### config.mk
export PLATFORM = sky130hd
export DESIGN_NAME = wino_tile_scheduler_flat
export DESIGN_NICKNAME = d
export VERILOG_FILES = /design/src/rtl/wino_tile_scheduler_if.sv /design/src/rtl/wino_tile_scheduler.sv /design/src/flat_wrapper.sv
export SDC_FILE = /design/constraint.sdc
export NUM_CORES = 1
export LEC_CHECK = 0
export ABC_AREA = 1
export BUFFER_PORTS_ARGS = -buffer_cell sky130_fd_sc_hd__buf_2
export CORE_ASPECT_RATIO = 0.9
export CORE_MARGIN = 5
export CORE_UTILIZATION = 59
export CTS_BUF_LIST = sky130_fd_sc_hd__clkbuf_4 sky130_fd_sc_hd__clkbuf_8
export CTS_CLUSTER_SIZE = 16
export DETAILED_ROUTE_END_ITERATION = 7
export PLACE_DENSITY = 0.82
export SLEW_MARGIN = 20
export SYNTH_ARGS = -nofsm -noshare
export SYNTH_HDL_FRONTEND = slang
export SYNTH_SLANG_ARGS = --single-unit
### constraint.sdc
create_clock -name clk -period 12.2 [get_ports clk]
set_input_delay 2.44 -clock clk [delete_from_list [all_inputs] [get_ports clk]]
set_output_delay 2.44 -clock clk [all_outputs]
set_load 0.01 [all_outputs]
### src/rtl/wino_tile_scheduler_if.sv
// Frame control, buffer read port and tile output handshake of the Winograd tile scheduler.
// The scheduler uses the master modport; the frame controller, buffer and consumer sit on slave.
interface wino_tile_scheduler_if #(
   parameter int AW = 10
) ();
   logic          start;
   logic [AW-1:0] base_addr;
   logic          busy;
   logic          done;
   logic          rd_en;
   logic [AW-1:0] rd_addr;
   logic [15:0]   rd_data;
   logic [127:0]  tile_data;
   logic          tile_valid;
   logic          tile_ready;
   logic [7:0]    tile_x;
   logic [7:0]    tile_y;
   logic          tile_first;
   logic          tile_last;

   modport master (
      input  start, base_addr, rd_data, tile_ready,
      output busy, done, rd_en, rd_addr, tile_data, tile_valid,
             tile_x, tile_y, tile_first, tile_last
   );

   modport slave (
      output start, base_addr, rd_data, tile_ready,
      input  busy, done, rd_en, rd_addr, tile_data, tile_valid,
             tile_x, tile_y, tile_first, tile_last
   );
endinterface

### src/rtl/wino_tile_scheduler.sv
// Fetches overlapping 4x4 stride-2 tiles of an 8-bit feature map for the F(2x2,3x3) input transform.
// One fetch buffer plus one output register lets the next fetch overlap consumption of the current tile.
//
// state | meaning
// IDLE  | waiting for start
// FETCH | issuing the 8 word reads of the current tile
// DRAIN | last read word returns and is captured
// HOLD  | tile complete, waiting for the output register to free up
// FLUSH | last tile loaded, waiting for its handshake before done
module wino_tile_scheduler #(
   parameter int IMG_W = 32,
   parameter int IMG_H = 32,
   parameter int AW    = 10
) (
   input  logic                   clk,
   input  logic                   rst,
   wino_tile_scheduler_if.master  bus
);
   localparam int TX     = IMG_W / 2 - 1;
   localparam int TY     = IMG_H / 2 - 1;
   localparam int HALF_W = IMG_W / 2;

   typedef enum logic [2:0] {IDLE, FETCH, DRAIN, HOLD, FLUSH} state_t;

   state_t        state_q;
   logic [AW-1:0] base_q;
   logic [7:0]    tx_q, ty_q;
   logic [2:0]    rd_cnt_q, slot_q;
   logic          cap_q;
   logic [127:0]  fbuf_q;
   logic [127:0]  tile_data_q;
   logic          tile_valid_q;
   logic [7:0]    tile_x_q, tile_y_q;
   logic          tile_first_q, tile_last_q;
   logic          done_q;

   logic [AW-1:0] row_d, rd_addr_d;
   logic          last_d, free_d;

   always_comb begin
      row_d     = AW'({ty_q, 1'b0}) + AW'(rd_cnt_q[2:1]);
      rd_addr_d = base_q + row_d * AW'(HALF_W) + AW'(tx_q) + AW'(rd_cnt_q[0]);
      last_d    = (tx_q == 8'(TX - 1)) && (ty_q == 8'(TY - 1));
      free_d    = !tile_valid_q || bus.tile_ready;
   end

   always_ff @(posedge clk or posedge rst) begin
      if (rst) begin
         state_q      <= IDLE;
         base_q       <= '0;
         tx_q         <= '0;
         ty_q         <= '0;
         rd_cnt_q     <= '0;
         slot_q       <= '0;
         cap_q        <= 1'b0;
         fbuf_q       <= '0;
         tile_data_q  <= '0;
         tile_valid_q <= 1'b0;
         tile_x_q     <= '0;
         tile_y_q     <= '0;
         tile_first_q <= 1'b0;
         tile_last_q  <= 1'b0;
         done_q       <= 1'b0;
      end else begin
         done_q <= 1'b0;
         cap_q  <= (state_q == FETCH);
         slot_q <= rd_cnt_q;
         // Read k carries pixel bytes 2k and 2k+1 of the tile.
         if (cap_q) fbuf_q[16*slot_q +: 16] <= bus.rd_data;
         if (tile_valid_q && bus.tile_ready) tile_valid_q <= 1'b0;

         case (state_q)
            IDLE: begin
               if (bus.start) begin
                  base_q   <= bus.base_addr;
                  tx_q     <= '0;
                  ty_q     <= '0;
                  rd_cnt_q <= '0;
                  state_q  <= FETCH;
               end
            end
            FETCH: begin
               rd_cnt_q <= rd_cnt_q + 3'd1;
               if (rd_cnt_q == 3'd7) state_q <= DRAIN;
            end
            DRAIN: state_q <= HOLD;
            HOLD: begin
               if (free_d) begin
                  tile_data_q  <= fbuf_q;
                  tile_valid_q <= 1'b1;
                  tile_x_q     <= tx_q;
                  tile_y_q     <= ty_q;
                  tile_first_q <= (tx_q == 8'd0) && (ty_q == 8'd0);
                  tile_last_q  <= last_d;
                  if (last_d) begin
                     state_q <= FLUSH;
                  end else begin
                     if (tx_q == 8'(TX - 1)) begin
                        tx_q <= '0;
                        ty_q <= ty_q + 8'd1;
                     end else begin
                        tx_q <= tx_q + 8'd1;
                     end
                     rd_cnt_q <= '0;
                     state_q  <= FETCH;
                  end
               end
            end
            FLUSH: begin
               if (tile_valid_q && bus.tile_ready) begin
                  done_q  <= 1'b1;
                  state_q <= IDLE;
               end
            end
            default: state_q <= IDLE;
         endcase
      end
   end

   assign bus.busy       = (state_q != IDLE);
   assign bus.done       = done_q;
   assign bus.rd_en      = (state_q == FETCH);
   assign bus.rd_addr    = rd_addr_d;
   assign bus.tile_data  = tile_data_q;
   assign bus.tile_valid = tile_valid_q;
   assign bus.tile_x     = tile_x_q;
   assign bus.tile_y     = tile_y_q;
   assign bus.tile_first = tile_first_q;
   assign bus.tile_last  = tile_last_q;
endmodule
### src/flat_wrapper.sv
// flat-port wrapper written by rule: the top's interface ports become plain ports
module wino_tile_scheduler_flat 
#(
   parameter int IMG_W = 32,
   parameter int IMG_H = 32,
   parameter int AW    = 10
)
  (clk, rst, bus_start, bus_base_addr, bus_rd_data, bus_tile_ready, bus_busy, bus_done, bus_rd_en, bus_rd_addr, bus_tile_data, bus_tile_valid, bus_tile_x, bus_tile_y, bus_tile_first, bus_tile_last);
  wino_tile_scheduler_if #(.AW(AW)) bus_i ();
  input  logic clk;
  input  logic rst;
  input wire logic [$bits(bus_i.start)-1:0] bus_start;
  input wire logic [$bits(bus_i.base_addr)-1:0] bus_base_addr;
  input wire logic [$bits(bus_i.rd_data)-1:0] bus_rd_data;
  input wire logic [$bits(bus_i.tile_ready)-1:0] bus_tile_ready;
  output wire logic [$bits(bus_i.busy)-1:0] bus_busy;
  output wire logic [$bits(bus_i.done)-1:0] bus_done;
  output wire logic [$bits(bus_i.rd_en)-1:0] bus_rd_en;
  output wire logic [$bits(bus_i.rd_addr)-1:0] bus_rd_addr;
  output wire logic [$bits(bus_i.tile_data)-1:0] bus_tile_data;
  output wire logic [$bits(bus_i.tile_valid)-1:0] bus_tile_valid;
  output wire logic [$bits(bus_i.tile_x)-1:0] bus_tile_x;
  output wire logic [$bits(bus_i.tile_y)-1:0] bus_tile_y;
  output wire logic [$bits(bus_i.tile_first)-1:0] bus_tile_first;
  output wire logic [$bits(bus_i.tile_last)-1:0] bus_tile_last;
  assign bus_i.start = bus_start;
  assign bus_i.base_addr = bus_base_addr;
  assign bus_i.rd_data = bus_rd_data;
  assign bus_i.tile_ready = bus_tile_ready;
  assign bus_busy = bus_i.busy;
  assign bus_done = bus_i.done;
  assign bus_rd_en = bus_i.rd_en;
  assign bus_rd_addr = bus_i.rd_addr;
  assign bus_tile_data = bus_i.tile_data;
  assign bus_tile_valid = bus_i.tile_valid;
  assign bus_tile_x = bus_i.tile_x;
  assign bus_tile_y = bus_i.tile_y;
  assign bus_tile_first = bus_i.tile_first;
  assign bus_tile_last = bus_i.tile_last;
  wino_tile_scheduler #(.IMG_W(IMG_W), .IMG_H(IMG_H), .AW(AW)) u_core (.clk(clk), .rst(rst), .bus(bus_i));
endmodule
==> results.toml, run 1 <==
[min_path]
worstHoldStart = "u_core.rd_cnt_q[0]$_DFFE_PP0P_"
holdPathEnd = "u_core.slot_q[0]$_DFF_PP0_"
hold_path_depth = 0
hold_class = "reg -> reg"

[global_route]
overflow = 0
grtUsageMet1 = 0.363
grt-busiest-layer = "met2"
gr-usage-all-layers = 0.252
grt_pass1_wl_um = 52700
antenna_found_initial = 0
grt_max_degree = 125
use_met2 = 0.390
grt_pass1_vias = 10200
grtUsageMet3 = 0.0508

[status]
status = "completed"

[timing]
fin_tns_setup_ps = 0
finalCritPeriodShare = 0.466
report.final.setup_viol = 0
relSlewSlack = 0.360
slew_viol_final = 0
whs_ps = 456
fin_crit_ps = 5680
worst_clock_skew_ps = 27.6
max_freq_ghz = 0.176
fin_ws_ps = 6520
rsz0062_at_grt = "no"
tightest_slew_ps = 958
hold_violations = 0

[setup_path]
reg2reg_depth = 9
critPathLaunchType = "flop"
critPathArrivalTime_ps = 3240
cp-end-kind = "output port"
worst_r2r_endpoint = "u_core.fbuf_q[53]$_DFFE_PP0P_"
crit_fanout = 5
worstSetupPathType = "reg -> out"
ff2ff_setup_slack_ps = 8800
r2r_start = "u_core.slot_q[0]$_DFF_PP0_"
crit_required_ps = 9760

[power]
finalPower_uw = 4110
p_leak_uw = 0.00823
vdd_drop_max_mv = 0.134
power_density_mw_per_mm2 = 269

[logic_synthesis]
synth_edf_count = 0
synth_area_leaders = "dfrtp_1 59%, nand2_1 13%, inv_1 4.7%, o21ai_1 3.6%, o21ai_0 3.5%"
synth.top_cells.by_count = "472 x nand2_1, 312 x dfrtp_1, 164 x inv_1, 96 x o21ai_1, 91 x o21ai_0"
yosysSeqAreaShare = 0.592
synthFlopType = "dfrtp_1"
synth.most_common_cell = "nand2_1"
syn-instance-count = 1470
netlist_area_mm2 = 0.0132
syn_nets = 1530
synth_seq_cells = 312
ys.warnings.count = 0
syn_avg_cell_area_um2 = 8.97
synth_async_sr_flop_share = 1.00
yosys.area.top_type = "dfrtp_1"
synth_top_area_frac = 0.592
synth_cell_types = 32

[finish]
nFillCells = 1687
antenna_cells = 0
drive_gt1_frac = 0.186
syn_to_final_growth_pct = 15.9
seqCellArea_mm2 = 0.00781
fin_nets = 1711
utilization = 0.701
multi_input_area_mm2 = 0.00439

[floorplan]
core_region_area_mm2 = 0.0218
num_rows = 51
initial_core_util = 0.604
dieWidth_um = 168
boundaryPins = 190
dieHeight_um = 152
dieArea_mm2 = 0.0255

[cts]
cts_tree = "done"
postCtsSetupBuffers = 0
clock_latency_ps = 570
clk_pin_slew_ps = 60
cts_root_buf = "clkbuf_8"
cts_num_sinks = 312
h-tree-depth = 2
ctsLongestPathBuffers = 3
ctsHoldBuffers = 0
cts_made_buffers = 49
ctsResizeCount = 0

[drt]
drt_iter0_markers = 859
firstDrtPassIters = 6
routedWlPerCell_um = 16.4
routed-via-count = 10500
vias_per_cell = 5.30
wl_um = 32400
drtAntennaViolNets = 0
drc_errors = 0

[placed_design]
post-dp-hpwl_um = 22200
dp_slack_ps = 6960
io_buffers = 189
place.gp.congestion = 0.882

[job]
max_cap_viol_count = 0
==> worst max path at each step <==
stage,startpoint,to,slack [ps],cells after the start
2_1_floorplan,rst,u_core.base_q[0]$_DFFE_PP0P_,1130,1
3_3_place_gp,bus_tile_ready,u_core.bus.tile_data[15]$_DFFE_PP0P_,7110,7
3_5_place_dp,bus_tile_ready,u_core.bus.tile_data[72]$_DFFE_PP0P_,6960,8
4_1_cts,u_core.rd_cnt_q[2]$_DFFE_PP0P_,bus_rd_addr[9],6500,13
5_1_grt,u_core.rd_cnt_q[2]$_DFFE_PP0P_,bus_rd_addr[9],6300,13
6_report,u_core.ty_q[0]$_DFFE_PP0P_,bus_rd_addr[9],6520,13
==> layout by cell type (no fill, tap or decap), types with 2 or more instances in the layout <==
master,instances
inv_6,3
o21ai_1,96
buf_4,5
nand4_1,8
nor2_1,61
inv_2,7
xnor2_1,3
inv_1,163
mux2i_1,2
xor2_1,9
nor3_1,5
nor2_4,6
dfrtp_1,312
fa_1,6
nand2_2,8
a21oi_1,38
nor2_2,5
o22ai_1,14
nand3_1,65
nor3_4,2
clkbuf_8,67
o21ai_0,91
ha_1,24
nand2_1,471
clkinv_2,5
nand3_2,2
buf_2,189
clkbuf_4,9
==> power breakdown <==
group,internal [uW],total (uW),leakage [uW],switching (uW)
clock network,537,938,0.000566,401
logic,499,1390,0.00404,891
registers,1510,1780,0.00363,265
total,2550,4110,0.00823,1560
==> layout make-up <==
type | count | share of cell area
Multi-Input combinational cell | 921 | 0.287
Clock inverter | 9 | 0.00524
Inverter | 172 | 0.0430
Tap cell | 291 | 0.0238
Sequential cell | 312 | 0.511
Timing Repair Buffer | 195 | 0.0651
Clock buffer | 76 | 0.0647
==> cells by family (layout without fill, tap and decap cells) <==
logic type | after synthesis | in the layout | synth area share
mux | 2 | 2 | 0.00152
flops | 312 | 312 | 0.592
fa+ha+maj | 30 | 30 | 0.0319
compound gates | 241 | 241 | 0.0932
xor+xnor | 12 | 12 | 0.00797
buf+inv | 237 | 452 | 0.0762
simple gates | 636 | 636 | 0.197
==> flip-flops by register name, indices dropped and copies added (netlist names) <==
| register | flops |
|---|---|
| u_core.bus.tile_data | 128 |
| u_core.fbuf_q | 128 |
| u_core.base_q | 10 |
| u_core.bus.tile_x | 8 |
| u_core.bus.tile_y | 8 |
| u_core.tx_q | 8 |
| u_core.ty_q | 8 |
| u_core.rd_cnt_q | 3 |
| u_core.slot_q | 3 |
| u_core.state_q | 3 |
| u_core.bus.done | 1 |
| u_core.bus.tile_first | 1 |
| u_core.bus.tile_last | 1 |
| u_core.bus.tile_valid | 1 |
| u_core.cap_q | 1 |
==> per-stage QoR <==
| stage | cells | area, um2 |
|---|---|---|
| 2_1_floorplan | 1470 | 13200 |
| 3_3_place_gp | 1891 | 14200 |
| 3_5_place_dp | 1891 | 14200 |
| 4_1_cts | 1976 | 15300 |
| 5_1_grt | 1976 | 15300 |
| 6_report | 1976 | 15300 |
==> worst max-delay path, cell delays in order, from the launching register on <==
cell	delay [ps]
dfrtp_1	440
ha_1	230
ha_1	280
inv_1	50
fa_1	470
inv_1	40
ha_1	320
inv_1	70
o21ai_0	220
nand2_1	80
nand3_1	130
nand3_1	110
nand2_1	100
buf_2	130
==> routing by layer <==
metal	vias up	routed length, um
li1	4983	-
met1	5000	14000
met2	415	14900
met3	74	2540
met4	0	958
met5	-	0
Note: power is estimated with default switching activity, not from simulation.
==> run 2, diff against run 1 <==
--- a/config.mk
+++ b/config.mk
@@ -9,11 +9,11 @@
 export BUFFER_PORTS_ARGS = -buffer_cell sky130_fd_sc_hd__buf_2
 export CORE_ASPECT_RATIO = 0.9
 export CORE_MARGIN = 5
-export CORE_UTILIZATION = 59
+export CORE_UTILIZATION = 54
 export CTS_BUF_LIST = sky130_fd_sc_hd__clkbuf_4 sky130_fd_sc_hd__clkbuf_8
 export CTS_CLUSTER_SIZE = 16
 export DETAILED_ROUTE_END_ITERATION = 7
-export PLACE_DENSITY = 0.82
+export PLACE_DENSITY = 0.79
 export SLEW_MARGIN = 20
 export SYNTH_ARGS = -nofsm -noshare
 export SYNTH_HDL_FRONTEND = slang
==> constraint.sdc (replaced) <==
create_clock -name clk -period 4.5 [get_ports clk]
set_input_delay 0.9 -clock clk [delete_from_list [all_inputs] [get_ports clk]]
set_output_delay 0.9 -clock clk [all_outputs]
set_load 0.01 [all_outputs]
==> results.toml, run 2 (synthesis results as in run 1) <==
[floorplan]
core_region_area_mm2 = 0.0242
dieArea_mm2 = 0.0277
boundaryPins = 190
dieHeight_um = 158
num_rows = 54
dieWidth_um = 175
initial_core_util = 0.545

[drt]
drt_iter0_markers = 884
drc_errors = 0
routedWlPerCell_um = 16.4
firstDrtPassIters = 5
routed-via-count = 10500
wl_um = 32800
vias_per_cell = 5.25
drtAntennaViolNets = 0

[global_route]
antenna_found_initial = 0
grt-busiest-layer = "met2"
overflow = 0
use_met2 = 0.373
grt_pass1_wl_um = 53400
grt_pass1_vias = 10100
grtUsageMet3 = 0.0586
grt_max_degree = 135
gr-usage-all-layers = 0.240
grtUsageMet1 = 0.347

[cts]
ctsLongestPathBuffers = 3
clk_pin_slew_ps = 60
clock_latency_ps = 580
cts_num_sinks = 312
cts_tree = "done"
postCtsSetupBuffers = 0
ctsResizeCount = 0
cts_made_buffers = 50
h-tree-depth = 2
cts_root_buf = "clkbuf_8"
ctsHoldBuffers = 0

[timing]
tightest_slew_ps = 1010
fin_crit_ps = 4080
report.final.setup_viol = 0
fin_tns_setup_ps = 0
hold_violations = 0
rsz0062_at_grt = "no"
worst_clock_skew_ps = 22.3
max_freq_ghz = 0.245
slew_viol_final = 0
relSlewSlack = 0.324
finalCritPeriodShare = 0.908

[setup_path]
crit_required_ps = 3600
reg2reg_depth = 9
crit_fanout = 4
critPathArrivalTime_ps = 3180
r2r_start = "u_core.slot_q[0]$_DFF_PP0_"
worstSetupPathType = "reg -> out"
ff2ff_setup_slack_ps = 1210
critPathLaunchType = "flop"
worst_r2r_endpoint = "u_core.fbuf_q[53]$_DFFE_PP0P_"
cp-end-kind = "output port"

[power]
vdd_drop_max_mv = 0.418
p_leak_uw = 0.00831
power_density_mw_per_mm2 = 732

[finish]
final_common_cell = "nand2_1"
final_cell_mix = "471 x nand2_1, 312 x dfrtp_1, 189 x buf_2, 163 x inv_1, 96 x o21ai_1"
drive_gt1_frac = 0.190
utilization = 0.639
antenna_cells = 0
syn_to_final_growth_pct = 17.2
fin_nets = 1715

[placed_design]
post-dp-hpwl_um = 22600
place.gp.congestion = 0.892
io_buffers = 189

[min_path]
hold_class = "in -> async"

[status]
status = "completed"

[job]
max_cap_viol_count = 0
-- run 2: cell type report --
type	instances	area (um2)
multi-input combinational	921	4390
timing repair buffer	198	1050
tap	308	385
inverter	172	654
clock inverter	10	144
fill	2018	8720
sequential	312	7810
clock buffer	81	1030
-- run 2: how the worst max path moves through the flow --
stage                                              start                      endpoint
after detailed placement  u_core.rd_cnt_q[2]$_DFFE_PP0P_                bus_rd_addr[8]
final                     u_core.rd_cnt_q[2]$_DFFE_PP0P_                bus_rd_addr[8]
after global routing      u_core.rd_cnt_q[2]$_DFFE_PP0P_                bus_rd_addr[9]
after floorplan                                      rst  u_core.base_q[0]$_DFFE_PP0P_
after CTS                 u_core.rd_cnt_q[2]$_DFFE_PP0P_                bus_rd_addr[8]
after global placement    u_core.rd_cnt_q[2]$_DFFE_PP0P_                bus_rd_addr[8]
-- run 2: where the power goes --
part	leakage [uW]	internal [uW]	switching (uW)	total (uW)
clock network	0.000623	1630	1130	2760
registers	0.00363	4100	708	4810
logic	0.00406	1360	2400	3750
-- run 2: worst max-delay path, stage by stage, from the launching register on --
cell      delay, ps
dfrtp_1         420
ha_1            240
ha_1            210
xnor2_1         140
fa_1            490
inv_1            40
ha_1            350
a21oi_1         180
a21boi_0        190
nand2_1          80
xor2_1          140
buf_2           140
-- run 2: per-stage QoR --
step	cells	power, uW	hold WS, ps	area [um2]	setup WS [ps]
final	2002	11300	251	15500	415
after global routing	2002	12200	229	15500	223
after CTS	2002	11400	228	15500	388
after detailed placement	1911	8610	429	14300	1020
after global placement	1911	8450	413	14300	1090
after floorplan	1470	7100	398	13200	-555
-- run 2: metal layers --
metal | part of all wire | wire length [um]
met1 | 0.44 | 14600
met2 | 0.46 | 15000
met4 | 0.020 | 652
met3 | 0.081 | 2640
met5 | 0 | 0
